`config.mk`:
```
export PLATFORM = sky130hd
export DESIGN_NAME = fxp_mul_seq_flat
export DESIGN_NICKNAME = d
export VERILOG_FILES = /design/src/rtl/fxp_mul_seq_if.sv /design/src/rtl/fxp_mul_seq.sv /design/src/flat_wrapper.sv
export SDC_FILE = /design/constraint.sdc
export NUM_CORES = 1
export LEC_CHECK = 0
export CAP_MARGIN = 20
export CORE_MARGIN = 10
export CORE_UTILIZATION = 25
export DETAILED_ROUTE_END_ITERATION = 7
export SLEW_MARGIN = 10
export SYNTH_ARGS = -nofsm -noshare
export SYNTH_HDL_FRONTEND = slang
export SYNTH_SLANG_ARGS = --single-unit
```
`constraint.sdc`:
```
create_clock -name clk -period 5.25 [get_ports clk]
set_input_delay 1.05 -clock clk [delete_from_list [all_inputs] [get_ports clk]]
set_output_delay 1.05 -clock clk [all_outputs]
set_load 0.05 [all_outputs]
```
`src/rtl/fxp_mul_seq_if.sv`:
```
// Request/result bundle of the sequential fixed-point multiplier.
// The master drives operands and start. The slave returns status and the product.
interface fxp_mul_seq_if #(
  parameter int DATA_WIDTH = 16
);
  logic                  start;
  logic [DATA_WIDTH-1:0] a;
  logic [DATA_WIDTH-1:0] b;
  logic                  ready;
  logic                  complete;
  logic [DATA_WIDTH-1:0] out;
  logic                  overflow;

  modport master (
    output start, a, b,
    input  ready, complete, out, overflow
  );

  modport slave (
    input  start, a, b,
    output ready, complete, out, overflow
  );
endinterface

```
`src/rtl/fxp_mul_seq.sv`:
```
// Sequential signed Q-format multiplier: sign-magnitude shift-add, one bit of |b| per clock,
// with the product truncated toward zero and then saturated to DATA_WIDTH bits.
module fxp_mul_seq #(
  parameter int DATA_WIDTH = 16,
  parameter int BIN_POS    = 8
) (
  input  logic              clk,
  input  logic              rst,
  fxp_mul_seq_if.slave      io_bus
);

  localparam int ACC_W = 2 * DATA_WIDTH;
  localparam int CNT_W = $clog2(DATA_WIDTH);

  localparam logic [ACC_W-1:0] MAX_POS_MAG = {{(DATA_WIDTH + 1){1'b0}}, {(DATA_WIDTH - 1){1'b1}}};
  localparam logic [ACC_W-1:0] MAX_NEG_MAG = MAX_POS_MAG + ACC_W'(1);
  localparam logic [DATA_WIDTH-1:0] SAT_POS = {1'b0, {(DATA_WIDTH - 1){1'b1}}};
  localparam logic [DATA_WIDTH-1:0] SAT_NEG = {1'b1, {(DATA_WIDTH - 1){1'b0}}};

  typedef enum logic [1:0] {
    S_IDLE,
    S_BUSY,
    S_DONE
  } state_t;

  state_t                r_state;
  logic [ACC_W-1:0]      r_acc;
  logic [ACC_W-1:0]      r_magA;
  logic [DATA_WIDTH-1:0] r_magB;
  logic [CNT_W-1:0]      r_cnt;
  logic                  r_signNeg;
  logic                  r_ready;
  logic                  r_complete;
  logic [DATA_WIDTH-1:0] r_out;
  logic                  r_overflow;

  logic [DATA_WIDTH-1:0] w_magA;
  logic [DATA_WIDTH-1:0] w_magB;
  logic                  w_accept;
  logic                  w_lastStep;
  logic [ACC_W-1:0]      w_accNext;
  logic [ACC_W-1:0]      w_mag;
  logic [DATA_WIDTH-1:0] w_res;
  logic                  w_ovf;

  // The most negative operand negates to itself, which is exactly its unsigned magnitude.
  assign w_magA = io_bus.a[DATA_WIDTH-1] ? (DATA_WIDTH'(0) - io_bus.a) : io_bus.a;
  assign w_magB = io_bus.b[DATA_WIDTH-1] ? (DATA_WIDTH'(0) - io_bus.b) : io_bus.b;

  assign w_accept   = io_bus.start & r_ready;
  assign w_lastStep = (r_cnt == CNT_W'(DATA_WIDTH - 1));
  assign w_accNext  = r_magB[0] ? (r_acc + r_magA) : r_acc;
  assign w_mag      = w_accNext >> BIN_POS;

  // Saturation bounds are asymmetric: a negative result may reach one step further than a positive one.
  always_comb begin
    w_res = w_mag[DATA_WIDTH-1:0];
    w_ovf = 1'b0;
    if (!r_signNeg) begin
      if (w_mag > MAX_POS_MAG) begin
        w_res = SAT_POS;
        w_ovf = 1'b1;
      end
    end else begin
      if (w_mag > MAX_NEG_MAG) begin
        w_res = SAT_NEG;
        w_ovf = 1'b1;
      end else begin
        w_res = DATA_WIDTH'(0) - w_mag[DATA_WIDTH-1:0];
      end
    end
  end

  always_ff @(posedge clk) begin
    if (rst) begin
      r_state    <= S_IDLE;
      r_acc      <= '0;
      r_magA     <= '0;
      r_magB     <= '0;
      r_cnt      <= '0;
      r_signNeg  <= 1'b0;
      r_ready    <= 1'b1;
      r_complete <= 1'b0;
      r_out      <= '0;
      r_overflow <= 1'b0;
    end else begin
      case (r_state)
        S_BUSY: begin
          r_acc  <= w_accNext;
          r_magA <= r_magA << 1;
          r_magB <= r_magB >> 1;
          r_cnt  <= r_cnt + CNT_W'(1);
          if (w_lastStep) begin
            r_state    <= S_DONE;
            r_ready    <= 1'b1;
            r_complete <= 1'b1;
            r_out      <= w_res;
            r_overflow <= w_ovf;
          end
        end
        default: begin
          // IDLE and DONE both accept; DONE keeps its result until the next accept.
          if (w_accept) begin
            r_state    <= S_BUSY;
            r_acc      <= '0;
            r_magA     <= {{DATA_WIDTH{1'b0}}, w_magA};
            r_magB     <= w_magB;
            r_cnt      <= '0;
            r_signNeg  <= io_bus.a[DATA_WIDTH-1] ^ io_bus.b[DATA_WIDTH-1];
            r_ready    <= 1'b0;
            r_complete <= 1'b0;
          end
        end
      endcase
    end
  end

  assign io_bus.ready    = r_ready;
  assign io_bus.complete = r_complete;
  assign io_bus.out      = r_out;
  assign io_bus.overflow = r_overflow;

endmodule
```
`src/flat_wrapper.sv`:
```
// flat-port wrapper written by rule: the top's interface ports become plain ports
module fxp_mul_seq_flat 
#(
  parameter int DATA_WIDTH = 16,
  parameter int BIN_POS    = 8
)
  (clk, rst, io_bus_start, io_bus_a, io_bus_b, io_bus_ready, io_bus_complete, io_bus_out, io_bus_overflow);
  fxp_mul_seq_if #(.DATA_WIDTH(DATA_WIDTH)) io_bus_i ();
  input  logic clk;
  input  logic rst;
  input wire logic [$bits(io_bus_i.start)-1:0] io_bus_start;
  input wire logic [$bits(io_bus_i.a)-1:0] io_bus_a;
  input wire logic [$bits(io_bus_i.b)-1:0] io_bus_b;
  output wire logic [$bits(io_bus_i.ready)-1:0] io_bus_ready;
  output wire logic [$bits(io_bus_i.complete)-1:0] io_bus_complete;
  output wire logic [$bits(io_bus_i.out)-1:0] io_bus_out;
  output wire logic [$bits(io_bus_i.overflow)-1:0] io_bus_overflow;
  assign io_bus_i.start = io_bus_start;
  assign io_bus_i.a = io_bus_a;
  assign io_bus_i.b = io_bus_b;
  assign io_bus_ready = io_bus_i.ready;
  assign io_bus_complete = io_bus_i.complete;
  assign io_bus_out = io_bus_i.out;
  assign io_bus_overflow = io_bus_i.overflow;
  fxp_mul_seq #(.DATA_WIDTH(DATA_WIDTH), .BIN_POS(BIN_POS)) u_core (.clk(clk), .rst(rst), .io_bus(io_bus_i));
endmodule
```
== After elaboration in Yosys (flattened, before gate mapping) ==
Index checks and enable logic that the tools add are counted.
Storage, ports and cells
  bits of input ports: 35
  flip-flop bits (word level): 106
Operators by class
  add/subtract/negate cells: 5
  order comparisons: 2
  reductions and logical operators: 6
  eq/ne operators: 4
  muxes and demuxes: 23
  bitwise gates (word level): 3
Operators with widths (number)
  $mux W32: 5
  $mux W16: 5
  $sub A1 B16 Y16 const A: 3
  $add A32 B32 Y32: 1
  $mux W15: 2
  $gt A24 B15 Y1 const B: 1
  $gt A24 B16 Y1 const B: 1
  $mux W4: 2
  $reduce_and A2 Y1: 4
  $mux W1: 6
  $mux W2: 3
  $add A4 B1 Y4 const B: 1
  $eq A4 B4 Y1 const B: 1
  $ne A2 B1 Y1 const B: 2
  $eq A2 B1 Y1 const B: 1
  $reduce_bool A2 Y1: 1
  $reduce_or A2 Y1: 1
  $and A1 B1 Y1: 1
  $not A1 Y1: 1
  $xor A1 B1 Y1: 1

== Longest topological paths before layout ==
Gate-level depths: netlist of run 1.
  depth after elaboration: 5
  gate-level depth with buffers: 21
  mapped depth without buffers: 19

== Worst setup path before layout of run 1 ==
OpenSTA, ideal clock, no wires.
  path type: reg2reg
  from: register u_core.r_magA[0]
  to: register u_core.r_out[0], in the netlist u_core.io_bus.out[0]
  arrival: 4.260 ns
  path buffers: 2
  cell stages (with the launch flop): 22
  data required time: 5.147 ns
  slack: 0.886 ns
  cell sequence: dfxtp_1 ha_1 inv_1 fa_1 nand2b_1 a21oi_1 o21ai_0 nor3b_1 mux2i_1 ha_1 and3_1 o21ai_0 o211ai_1 o311ai_0 a211o_1 a2111oi_4 a31o_1 buf_6 and3_4 buf_6 nor2_1 a2111oi_2
On the way
  word-level cells in the longest chain between the ends: 5
RTL lines
  from (decl): line fxp_mul_seq.sv:28  | logic [ACC_W-1:0] r_magA;
  from (signal assigned): line fxp_mul_seq.sv:90  | r_magA <= r_magA << 1;
  from (signal assigned): line fxp_mul_seq.sv:106  | r_magA <= {{DATA_WIDTH{1'b0}}, w_magA};
  $add A32 B32 Y32 (*): line fxp_mul_seq.sv:52  | assign w_accNext = r_magB[0] ? (r_acc + r_magA) : r_acc;
  $mux W32 (*): line fxp_mul_seq.sv:52
  $gt A24 B15 Y1 (tied with other cells): line fxp_mul_seq.sv:60  | if (w_mag > MAX_POS_MAG) begin
  $mux W16, on equally long branches: line fxp_mul_seq.sv:60, fxp_mul_seq.sv:65
  $mux W16 (*): line fxp_mul_seq.sv:59  | if (!r_signNeg) begin
  to (signal assigned): line fxp_mul_seq.sv:97  | r_out <= w_res;
  to (decl): line fxp_mul_seq.sv:34  | logic [DATA_WIDTH-1:0] r_out;
Every way passes the cells marked *; elsewhere a longest branch is shown, timed or not. The select of a mux whose other input is x is not followed.
A chain may end at the register's enable or synchronous reset.

== Final worst setup path of run 1 ==
  from: register u_core.r_magA[0]
  to: register u_core.r_out[11], in the netlist u_core.io_bus.out[11]
The elaborated chain is that of the path after synthesis.

==> summary.txt, run 1 <==
Synthesis
  – Top_reg_cell synth: dfxtp_1
  – Synth top area share: 0.277
  – Number of enable flip-flop cells after synthesis: 0
  – Seq/Total Area, Yosys: 0.277
  – Asr flop ratio synth: 0
  – Synth Register Bits: 105
  – Syn nets: 1090
  – Dominant cell by count in the synthesized netlist: nor2_1
  – Yosys warning count: 0
  – Post-synthesis cell count: 1018
  – Dominant cells by area after synthesis: dfxtp_1 (28%), nor2_1 (9.1%), a21oi_1 (6.2%)
  – Mapped Area: roughly 7600 um2
  – Synth area leader: dfxtp_1
  – Syn avg cell area: 7.47 um2
  – Top cells by count, synth: nor2_1 (184), dfxtp_1 (105), a21oi_1 (94), nand2_1 (72), clkbuf_1 (50)
  – Synth cell types: 77

CTS
  – CTS Buf Count: 9
  – Clock Path Buffers: 2
  – Clk Latency, worst-skew pair: about 0.37 ns
  – TritonCTS clock tree: done
  – CTS H-tree depth: 3
  – CTS clk-pin slew, worst paths: 0.08 ns
  – Clk sink count: 105
  – Root buf cell: clkbuf_16
  – Cts hold-fix bufs: 0

STA
  – Hold slack final: 0.460 ns
  – Post-Route Skew: between 0.01 and 0.015 ns
  – # setup viols final: 0
  – Post-route setup TNS: 0 ns
  – RSZ-0062 raised after global routing: false
  – Final period util: 0.921
  – Slew margin rel.: 0.333
  – Slew at the pin closest to its max-slew limit: around 1.0 ns
  – Fmax achieved: 207 MHz
  – Final hold vios: 0
  – Final slew viol count: 0
  – Final min period: about 4.8 ns

Hold path
  – Hold WC Path Type: reg -> reg
  – Worst hold start: u_core.r_magB[2]

Die
  – Die height: approximately 190 um
  – Starting Density: 0.255
  – Total core area: ~30000 um2
  – I/O pins: 54
  – Die Wd: 194 um
  – Die Area: 37800 um2
  – Num rows: 63

Finish
  – Non-filler cells, final: 1426
  – Share of cells above drive strength 1: 0.0608
  – Post-Route Utilization: 0.294
  – Fillers: 3279
  – Area Growth Syn to Fin: 15.4%
  – Antenna diodes: 0
  – Final Cell Area: 8770 um2
  – Nets: 1103

Pwr
  – Leak: approximately 3.2 nW
  – VDD IR-drop max: about 0.17 mV
  – PD cells: 221 nW/um2

Setup path
  – RR Startpoint: u_core.r_magA[0]
  – Crit path launch type: register
  – Crit-path cells: ha_1 > inv_1 > fa_1 > nand2b_1 > a21oi_4 > o21ai_0 > nor3b_1 > mux2i_1 > ha_1 > and3_1 > o21ai_0 > o211ai_1 > o311ai_0 > a211o_1 > a2111oi_4 > a31o_2 > and3_4 > o2111ai_1 > a311oi_1
  – Crit. End Element: register
  – CP max FO: 12
  – WP data arrival: 5.12 ns
  – Reg2reg setup slack: between 0.4 and 0.5 ns
  – Worst Path Required: 5.53 ns
  – Buf/Inv on CP: 1
  – CP startpoint: u_core.r_magA[0]
  – Setup CP Type: reg -> reg
  – Slowest library cell on the worst path: fa_1
  – Crit-path max cell delay: 0.40 ns
  – Top cell family by delay on the critical path: compound AO/OA/AOI/OAI gates

Detailed routing
  – DRT Pass-1 Iters: 5
  – DR vias: roughly 7.6k
  – Post-Route WL: between 20000 and 25000 um
  – WL per Instance: 15.4 um
  – 1st-iter DRT viols: around 560
  – Final ANT Viol Nets: 0
  – Drt drc: 0
  – Vias per cell: ~5.3

Global routing
  – Initial antenna violation count: 0
  – Pin count of the biggest net entering global routing: 58
  – Gr usage total: 0.112
  – First-pass GRT wire length: 36500 um
  – Grt ovf: 0
  – Vias in the first global route: ~7k

Place
  – Placed standard-cell area: 8460 um2
  – Post-DP HPWL: 16200 um
  – Placed Cells incl. Taps: 1408
  – GP Congestion: approximately 0.90
  – IO Port Bufs: 53

Outcome
  – Status: finished clean

Job
  – Max-Cap Viols: 0
==> final cells by class <==
class,instances,area [um2],area share
Inverter,19,71.3,0.00813
Sequential cell,105,2100,0.240
Clock inverter,7,63.8,0.00728
Tap cell,390,488,0.0556
Timing Repair Buffer,70,656,0.0748
Clock buffer,9,225,0.0257
Multi-Input combinational cell,826,5160,0.589
==> per-layer routing <==
metal / global-route usage / routed length, um / vias up
met1: 0.145 / 10400 / 3613
met3: 0.0210 / 1070 / 26
met2: 0.185 / 10200 / 194
met5: 0 / 0 / -
li1: - / - / 3761
met4: 0.0301 / 316 / 0
==> repair_timing <==
item | CTS | global route
setup buffers | 0 | 2
setup endpoints to repair | 0 | 16
gates resized for setup | 0 | 3
==> kinds of logic (layout without fill, tap and decap cells) <==
| family | after synthesis | in the layout | synth area share |
|---|---|---|---|
| flip-flops | 105 | 105 | 0.277 |
| buffers and inverters | 87 | 105 | 0.0469 |
| XOR/XNOR | 43 | 43 | 0.0495 |
| AO/OA/AOI/OAI | 334 | 334 | 0.303 |
| adder cells (fa/ha/maj) | 37 | 37 | 0.0619 |
| multiplexers | 10 | 10 | 0.0140 |
| AND/OR/NAND/NOR | 402 | 402 | 0.248 |
==> report_power, final <==
group,switching [mW],internal [mW]
clock,0.343,0.331
combinational,0.261,0.155
sequential,0.0284,0.824
total,0.633,1.31
==> placed cells by master, fill, tap and decap left out, types with 5 or more instances in the layout <==
| master | Yosys | routed |
|---|---|---|
| nand2_1 | 72 | 72 |
| o31ai_1 | 10 | 10 |
| ha_1 | 36 | 36 |
| dfxtp_1 | 105 | 105 |
| inv_1 | 19 | 19 |
| nor3_1 | 25 | 25 |
| o211ai_1 | 10 | 10 |
| a22oi_1 | 39 | 39 |
| and2_1 | 7 | 6 |
| nor2b_1 | 11 | 10 |
| o31a_1 | 9 | 9 |
| a31oi_1 | 7 | 7 |
| clkdlybuf4s50_1 | 0 | 52 |
| clkbuf_16 | 0 | 9 |
| o21ai_0 | 40 | 40 |
| nor2_1 | 184 | 183 |
| or3_1 | 13 | 13 |
| o41ai_1 | 5 | 5 |
| o21ai_1 | 8 | 8 |
| and4_1 | 5 | 5 |
| and3_1 | 5 | 5 |
| mux2_2 | 5 | 5 |
| mux2i_1 | 5 | 5 |
| o21a_1 | 5 | 5 |
| nand3_1 | 16 | 16 |
| nand2b_1 | 12 | 12 |
| a221oi_1 | 5 | 5 |
| a21o_1 | 17 | 17 |
| buf_4 | 1 | 18 |
| a211oi_1 | 37 | 37 |
| a21oi_1 | 94 | 93 |
| xnor2_1 | 15 | 15 |
| nand3b_1 | 6 | 6 |
| nand4_1 | 20 | 20 |
| nor4_1 | 5 | 5 |
| xor2_1 | 28 | 28 |
==> sequential cells by signal, indices dropped and copies added, names as in the netlist <==
signal and flops:
u_core.io_bus.out 16, u_core.r_acc 32, u_core.io_bus.ready 1, u_core.io_bus.overflow 1, u_core.r_magA 32, u_core.r_state 2, u_core.r_cnt 4, u_core.r_magB 16
u_core.r_signNeg 1
==> worst register-to-register path, stage by stage (launching register included) <==
cell and delay (ns):
dfxtp_1 0.37, ha_1 0.18, inv_1 0.06, fa_1 0.40, nand2b_1 0.28, a21oi_4 0.23
o21ai_0 0.10, nor3b_1 0.18, mux2i_1 0.27, ha_1 0.30, and3_1 0.20, o21ai_0 0.08
o211ai_1 0.12, o311ai_0 0.20, a211o_1 0.33, a2111oi_4 0.37, a31o_2 0.32, and3_4 0.32
o2111ai_1 0.14, a311oi_1 0.30
==> worst paths after layout <==
path,to,depth (start not counted)
max reg2reg,u_core.io_bus.out[11],19
max,u_core.io_bus.out[11],19
min,u_core.r_magB[1],2
min reg2reg,u_core.r_magB[1],2
==> metrics by stage <==
stage                     total power [mW]  worst slack [ns]
after detailed placement              1.28             0.240
after floorplan                       1.16             0.886
final                                 1.94             0.415
after CTS                             1.95             0.174
after global routing                  2.04           0.00532
after global placement                1.28             0.350
Power figures use the tool's default switching activity.
==> run 2, diff against run 1 <==
--- a/config.mk
+++ b/config.mk
@@ -9,7 +9,6 @@
 export CORE_MARGIN = 10
 export CORE_UTILIZATION = 25
 export DETAILED_ROUTE_END_ITERATION = 7
-export SLEW_MARGIN = 10
 export SYNTH_ARGS = -nofsm -noshare
 export SYNTH_HDL_FRONTEND = slang
 export SYNTH_SLANG_ARGS = --single-unit
==> constraint.sdc (replaced) <==
create_clock -name clk -period 4.2 [get_ports clk]
set_input_delay 0.84 -clock clk [delete_from_list [all_inputs] [get_ports clk]]
set_output_delay 0.84 -clock clk [all_outputs]
set_load 0.05 [all_outputs]
==> summary.txt, run 2 (synthesis gave the netlist of run 1 again) <==
Die
  – Die height: 194 um (unchanged)
  – Total core area: 29800 um2 (unchanged)
  – I/O pins: 54 (unchanged)
  – Num rows: 63 (unchanged)
  – Die Area: 37800 um2 (unchanged)
  – Die Wd: 194 um (unchanged)
  – Starting Density: 0.255 (unchanged)

Pwr
  – PD cells: 269 nW/um2 (+22%)
  – Sw frac: 0.322 (-0.00392)
  – Cell internal pwr: 1.69 mW (+29%)
  – Sw power: 0.799 mW (+26%)
  – Register share of total power: 0.428 (-0.011)
  – Clk pwr share: 0.338 (-0.009)
  – Part of the power in combinational logic: 0.235 (+0.021)
  – Leak: 3.47 nW (+7.4%)
  – VDD IR-drop max: 0.170 mV (+1.3%)

STA
  – Slew at the pin closest to its max-slew limit: 1.01 ns (+0.0110 ns)
  – Slew margin rel.: 0.328 (-0.00487)
  – Final min period: 4.13 ns (-0.705 ns)
  – Final slew viol count: 0 (unchanged)
  – Post-Route Skew: 0.0101 ns (-0.00432 ns)
  – RSZ-0062 raised after global routing: true
  – Hold slack final: 0.457 ns (-0.00287 ns)
  – Fmax achieved: 242 MHz (+17%)
  – # setup viols final: 0 (unchanged)
  – Final hold vios: 0 (unchanged)
  – Final period util: 0.983 (+0.0625)

CTS
  – CTS clk-pin slew, worst paths: 0.08 ns (about the same)
  – Clk sink count: 105 (unchanged)
  – CTS Buf Count: 9 (unchanged)
  – Clk Latency, worst-skew pair: 0.36 ns (about the same)
  – TritonCTS clock tree: done
  – Cts hold-fix bufs: 0 (unchanged)
  – Root buf cell: clkbuf_16
  – Clock Path Buffers: 2 (unchanged)
  – CTS H-tree depth: 3 (unchanged)

Setup path
  – Crit. End Element: register
  – R2R cell count: 21 (+2)
  – Worst Path Required: 4.41 ns (-1.12 ns)
  – Setup CP Type: reg -> reg
  – Crit path launch type: register
  – Reg2reg setup slack: 0.07 ns (-0.35 ns)
  – WP data arrival: 4.34 ns (-0.78 ns)
  – CP max FO: 5 (-7)
  – RR Startpoint: u_core.r_acc[0]
  – R2r endpoint: u_core.io_bus.overflow

Detailed routing
  – DRT Pass-1 Iters: 6 (+1)
  – Post-Route WL: 22000 um (+0.18%)
  – Drt drc: 0 (unchanged)
  – 1st-iter DRT viols: 601 (+7.1%)
  – Vias per cell: 5.19 (-2.6%)
  – WL per Instance: 15.0 um (-2.8%)
  – Final ANT Viol Nets: 0 (unchanged)
  – DR vias: 7619 (+0.33%)

Finish
  – Most common cell after layout, fill and taps aside: nor2_1
  – Nets: 1146 (+3.9%)
  – Area Growth Syn to Fin: 21.4%
  – Non-filler cells, final: 1469 (+3.0%)
  – Share of cells above drive strength 1: 0.115 (+0.0541)
  – Final Cell Area: 9230 um2 (+5.2%)
  – Post-Route Utilization: 0.310 (+0.0153)
  – Largest registers: u_core.r_acc: 32 flops, u_core.r_magA: 32 flops
  – Antenna diodes: 0 (unchanged)
  – Most frequent cells in the layout: nor2_1 (182), dfxtp_1 (102), a21oi_1 (93)

Hold path
  – Worst hold start: u_core.r_magB[2]
  – Hold WC Path Type: reg -> reg
  – Worst Hold End: u_core.r_magB[1]
  – Worst Hold Path Cells: 2 (unchanged)

Place
  – GP Congestion: 0.893 (-1.0%)
  – Placed standard-cell area: 8780 um2 (+3.8%)
  – Post-DP HPWL: 16400 um (+1.2%)
  – IO Port Bufs: 53 (unchanged)
  – Placed Cells incl. Taps: 1448 (+2.8%)

Global routing
  – Gr usage total: 0.112 (+0.000172)
  – First-pass GRT wire length: 36500 um (about the same)
  – Initial antenna violation count: 0 (unchanged)
  – Vias in the first global route: 7336 (+1.9%)
  – Pin count of the biggest net entering global routing: 91 (+57%)
  – Grt ovf: 0 (unchanged)

Outcome
  – Status: finished clean

Job
  – Max-Cap Viols: 0 (unchanged)
run 2: changes by cell type in the layout (fill, tap and decap cells not counted), sizes merged:
| cell | change |
|---|---|
| buf | +43 |
| inv | +1 |
| clkbuf | +1 |
| clkinv | -2 |
run 2: area by class of cell:
type,count,area (um2)
multi-input cells,826,5280
clock buffers,10,229
repair buffers,113,997
flip-flops and latches,105,2110
well taps,390,488
inverters,19,71.3
fillers,3204,20600
clock inverters,6,58.8
run 2: worst max-delay path by stage:
stage,startpoint,to
floorplan,u_core.r_magA[0],u_core.io_bus.out[0]
CTS,u_core.r_magA[0],u_core.io_bus.out[12]
global route,u_core.r_acc[0],u_core.io_bus.overflow
detailed placement,u_core.r_magA[0],u_core.io_bus.out[8]
finish,u_core.r_acc[0],u_core.io_bus.overflow
global placement,u_core.r_magA[0],u_core.io_bus.out[8]
run 2: timing repair:
item                                   CTS  global route
setup endpoints to repair                9            17
pin swaps                                0            27
buffers inserted                         1             4
endpoints found under the hold margin    0             0
resized for setup                        2            30
run 2: power by group through the flow:
| stage | Clock (mW) | Sequential [mW] | Combinational (mW) |
|---|---|---|---|
| after floorplan | 0 | 1.08 | 0.376 |
| after global placement | 0 | 1.09 | 0.548 |
| after detailed placement | 0 | 1.08 | 0.553 |
| after CTS | 0.859 | 1.06 | 0.556 |
| after global routing | 0.899 | 1.07 | 0.647 |
| final | 0.839 | 1.06 | 0.583 |
run 2: critical path: stages (launching register included):
cell,delay [ns]
dfxtp_2,0.36
ha_4,0.14
inv_2,0.04
fa_2,0.36
nand2b_4,0.16
a21oi_4,0.21
o21ai_2,0.09
nor3b_4,0.17
mux2i_2,0.19
ha_2,0.25
and3_4,0.18
a32oi_1,0.05
o211ai_1,0.16
o311ai_2,0.17
a211o_1,0.31
a2111oi_4,0.31
a31o_1,0.23
buf_6,0.12
nand4_1,0.13
buf_4,0.17
o211ai_1,0.09
a21oi_1,0.08
run 2: stage by stage:
| step | setup slack, ns | power (mW) | setup TNS [ns] |
|---|---|---|---|
| after global routing | -0.218 | 2.61 | -2.94 |
| after CTS | 0.0130 | 2.48 | 0 |
| after floorplan | 0.0350 | 1.45 | 0 |
| after global placement | 0.0207 | 1.63 | 0 |
| after detailed placement | -0.0723 | 1.64 | -0.0875 |
| final | 0.0693 | 2.49 | 0 |
run 2: routing by layer:
metal | vias to the layer above | routed length (um) | share of wire | GRT usage
li1 | 3850 | - | - | -
met1 | 3577 | 10600 | 0.48 | 0.145
met2 | 164 | 10000 | 0.46 | 0.185
met3 | 28 | 993 | 0.045 | 0.0250
met4 | 0 | 317 | 0.014 | 0.0241
met5 | - | 0 | 0 | 0
==> run 3, diff against run 2 <==
--- a/config.mk
+++ b/config.mk
@@ -5,7 +5,6 @@
 export SDC_FILE = /design/constraint.sdc
 export NUM_CORES = 1
 export LEC_CHECK = 0
-export CAP_MARGIN = 20
 export CORE_MARGIN = 10
 export CORE_UTILIZATION = 25
 export DETAILED_ROUTE_END_ITERATION = 7
==> constraint.sdc (replaced) <==
create_clock -name clk -period 4.8 [get_ports clk]
set_input_delay 0.96 -clock clk [delete_from_list [all_inputs] [get_ports clk]]
set_output_delay 0.96 -clock clk [all_outputs]
set_load 0.05 [all_outputs]
==> summary.txt, run 3 (synthesis gave the netlist of run 1 again) <==
Detailed routing
  – DRT Pass-1 Iters: 5 (-1)
  – WL per Instance: 15.4 um (+3.0%)
  – 1st-iter DRT viols: 469 (-22%)
  – Vias per cell: 5.29 (+2.0%)
  – Final ANT Viol Nets: 0 (unchanged)
  – DR vias: 7560 (-0.77%)
  – Drt drc: 0 (unchanged)
  – Post-Route WL: 22000 um (+0.23%)

STA
  – Final min period: 4.51 ns (+0.375 ns)
  – Slew margin rel.: 0.225 (-0.103)
  – Final period util: 0.939 (-0.0448)
  – Post-Route Skew: 0.00545 ns (-0.00466 ns)
  – Final hold vios: 0 (unchanged)
  – Slew at the pin closest to its max-slew limit: 1.16 ns (+0.154 ns)
  – # setup viols final: 0 (unchanged)
  – Worst Slack Setup Final: 0.294 ns (+0.225 ns)
  – Final slew viol count: 0 (unchanged)
  – Fmax achieved: 222 MHz (-8.3%)

CTS
  – CTS clk-pin slew, worst paths: 0.07 ns (about the same)
  – TritonCTS clock tree: done
  – CTS Buf Count: 9 (unchanged)
  – Cts hold-fix bufs: 0 (unchanged)
  – Clock Path Buffers: 2 (unchanged)
  – Clk sink count: 105 (unchanged)
  – Clk Latency, worst-skew pair: 0.37 ns (about the same)
  – Root buf cell: clkbuf_16
  – CTS H-tree depth: 3 (unchanged)

Die
  – Die height: 194 um (unchanged)
  – Num rows: 63 (unchanged)
  – Die Wd: 194 um (unchanged)
  – I/O pins: 54 (unchanged)
  – Starting Density: 0.255 (unchanged)
  – Total core area: 29800 um2 (unchanged)
  – Die Area: 37800 um2 (unchanged)

Outcome
  – Status: finished clean

Setup path
  – Crit. End Element: register
  – Crit-path cells: ha_1 > inv_1 > fa_1 > nand2b_1 > buf_4 > a211oi_1 > o21ai_1 > a41oi_1 > o31ai_1 > xnor2_1 > o31a_1 > a2111oi_2 > buf_4 > a31oi_1 > nand2b_1 > o31a_1
  – Setup CP Type: reg -> reg
  – Buf/Inv on CP: 3 (unchanged)
  – CP max FO: 11 (+6)
  – WP data arrival: 4.76 ns (+0.42 ns)
  – Crit path depth: 16 (-24%)
  – R2R cell count: 16 (-24%)
  – Crit path launch type: register
  – Top cell family by delay on the critical path: compound AO/OA/AOI/OAI gates
  – Crit-path max cell delay: 0.45 ns (+0.09 ns)
  – Worst Path Required: 5.06 ns (+0.65 ns)
  – Slowest library cell on the worst path: a211oi_1

Global routing
  – Pin count of the biggest net entering global routing: 105 (+15%)
  – Gr usage total: 0.112 (-0.000144)
  – Vias in the first global route: 7176 (-2.2%)
  – First-pass GRT wire length: 36100 um (-1.0%)
  – Grt ovf: 0 (unchanged)
  – Initial antenna violation count: 0 (unchanged)

Pwr
  – Sw power: 0.691 mW (-14%)
  – Clk pwr share: 0.346 (+0.008)
  – Part of the power in combinational logic: 0.214 (-0.021)
  – Register share of total power: 0.440 (+0.012)
  – PD cells: 242 nW/um2 (-10%)
  – Leak: 3.25 nW (-6.4%)
  – VDD IR-drop max: 0.189 mV (+11%)
  – Cell internal pwr: 1.43 mW (-15%)
  – Sw frac: 0.325 (+0.00357)

Finish
  – Antenna diodes: 0 (unchanged)
  – Largest registers: u_core.r_acc: 32 flops, u_core.r_magA: 32 flops
  – Area Growth Syn to Fin: 15.7%
  – Fillers: 3263 (+1.8%)
  – Share of cells above drive strength 1: 0.0645 (-0.0504)
  – Most frequent cells in the layout: nor2_1 (183), dfxtp_1 (105), a21oi_1 (94)
  – Non-filler cells, final: 1429 (-2.7%)
  – Nets: 1106 (-3.5%)
  – Multi-input logic area: 5170 um2 (-2.0%)
  – Storage cell area: 2100 um2 (-0.18%)
  – Most common cell after layout, fill and taps aside: nor2_1

Place
  – Place WS: 0.138 ns (+0.211 ns)
  – Placed Cells incl. Taps: 1411 (-2.6%)
  – IO Port Bufs: 53 (unchanged)
  – GP Congestion: 0.886 (-0.80%)
  – Post-DP HPWL: 16200 um (-1.0%)

Hold path
  – Worst Hold Path Cells: 2 (unchanged)
  – Hold WC Path Type: reg -> reg

Job
  – Max-Cap Viols: 0 (unchanged)
-- run 3: cell count changes in the layout (fill, tap and decap cells not counted), sizes merged --
cell      before  now
clkbuf        10    9
buf           61   21
clkinv         1    2
inv           23   22
clkinvlp       1    2
-- run 3: routing by layer --
layer,up-vias,GRT usage,routed length [um]
li1,3763,-,-
met1,3585,0.139,10300
met2,184,0.193,10300
met3,28,0.0203,925
met4,0,0.0327,422
met5,-,0,0
-- run 3: area by class of cell --
| cell class | instances | share of cell area |
|---|---|---|
| flip-flops and latches | 105 | 0.239 |
| clock inverters | 7 | 0.00711 |
| repair buffers | 73 | 0.0771 |
| inverters | 19 | 0.00811 |
| multi-input cells | 826 | 0.588 |
| well taps | 390 | 0.0555 |
| clock buffers | 9 | 0.0256 |
-- run 3: worst register-to-register path: cells and delay by family, from the launching register on --
| kind | cells | cell delay [ns] |
|---|---|---|
| AO/OA/AOI/OAI | 8 | 2.32 |
| adder cells (fa/ha/maj) | 2 | 0.56 |
| AND/OR/NAND/NOR | 2 | 0.49 |
| buffers and inverters | 3 | 0.46 |
| flip-flops | 1 | 0.37 |
| XOR/XNOR | 1 | 0.19 |
-- run 3: stage by stage --
| stage | util | power, mW | hold WS (ns) | instance area, um2 | TNS (ns) |
|---|---|---|---|---|---|
| finish | 0.295 | 2.13 | 0.457 | 8800 | 0 |
| global route | 0.295 | 2.24 | 0.476 | 8800 | -0.0123 |
| CTS | 0.294 | 2.14 | 0.459 | 8770 | 0 |
| detailed placement | 0.285 | 1.40 | 0.449 | 8480 | 0 |
| global placement | 0.285 | 1.40 | 0.445 | 8480 | 0 |
| floorplan | - | 1.27 | 0.432 | 7600 | 0 |
-- run 3: final timing paths --
kind / startpoint / endpoint / slack, ns
hold / removal: u_core.io_bus.out[15] / u_core.io_bus.out[15] / 0.46
hold reg to reg: u_core.io_bus.out[15] / u_core.io_bus.out[15] / 0.46
setup / recovery: u_core.r_magA[0] / u_core.io_bus.out[12] / 0.29
setup reg to reg: u_core.r_magA[0] / u_core.io_bus.out[12] / 0.29
-- run 3: power by group through the flow --
stage | Sequential (mW) | Combinational, mW | Clock (mW)
after detailed placement | 0.954 | 0.447 | 0
final | 0.934 | 0.456 | 0.735
after global placement | 0.953 | 0.444 | 0
after CTS | 0.934 | 0.449 | 0.755
after global routing | 0.939 | 0.510 | 0.786
after floorplan | 0.941 | 0.329 | 0
-- run 3: repair_timing --
item,in CTS,in global routing
endpoints found under the setup margin,0,16
setup buffers,0,2
gates resized for setup,0,5
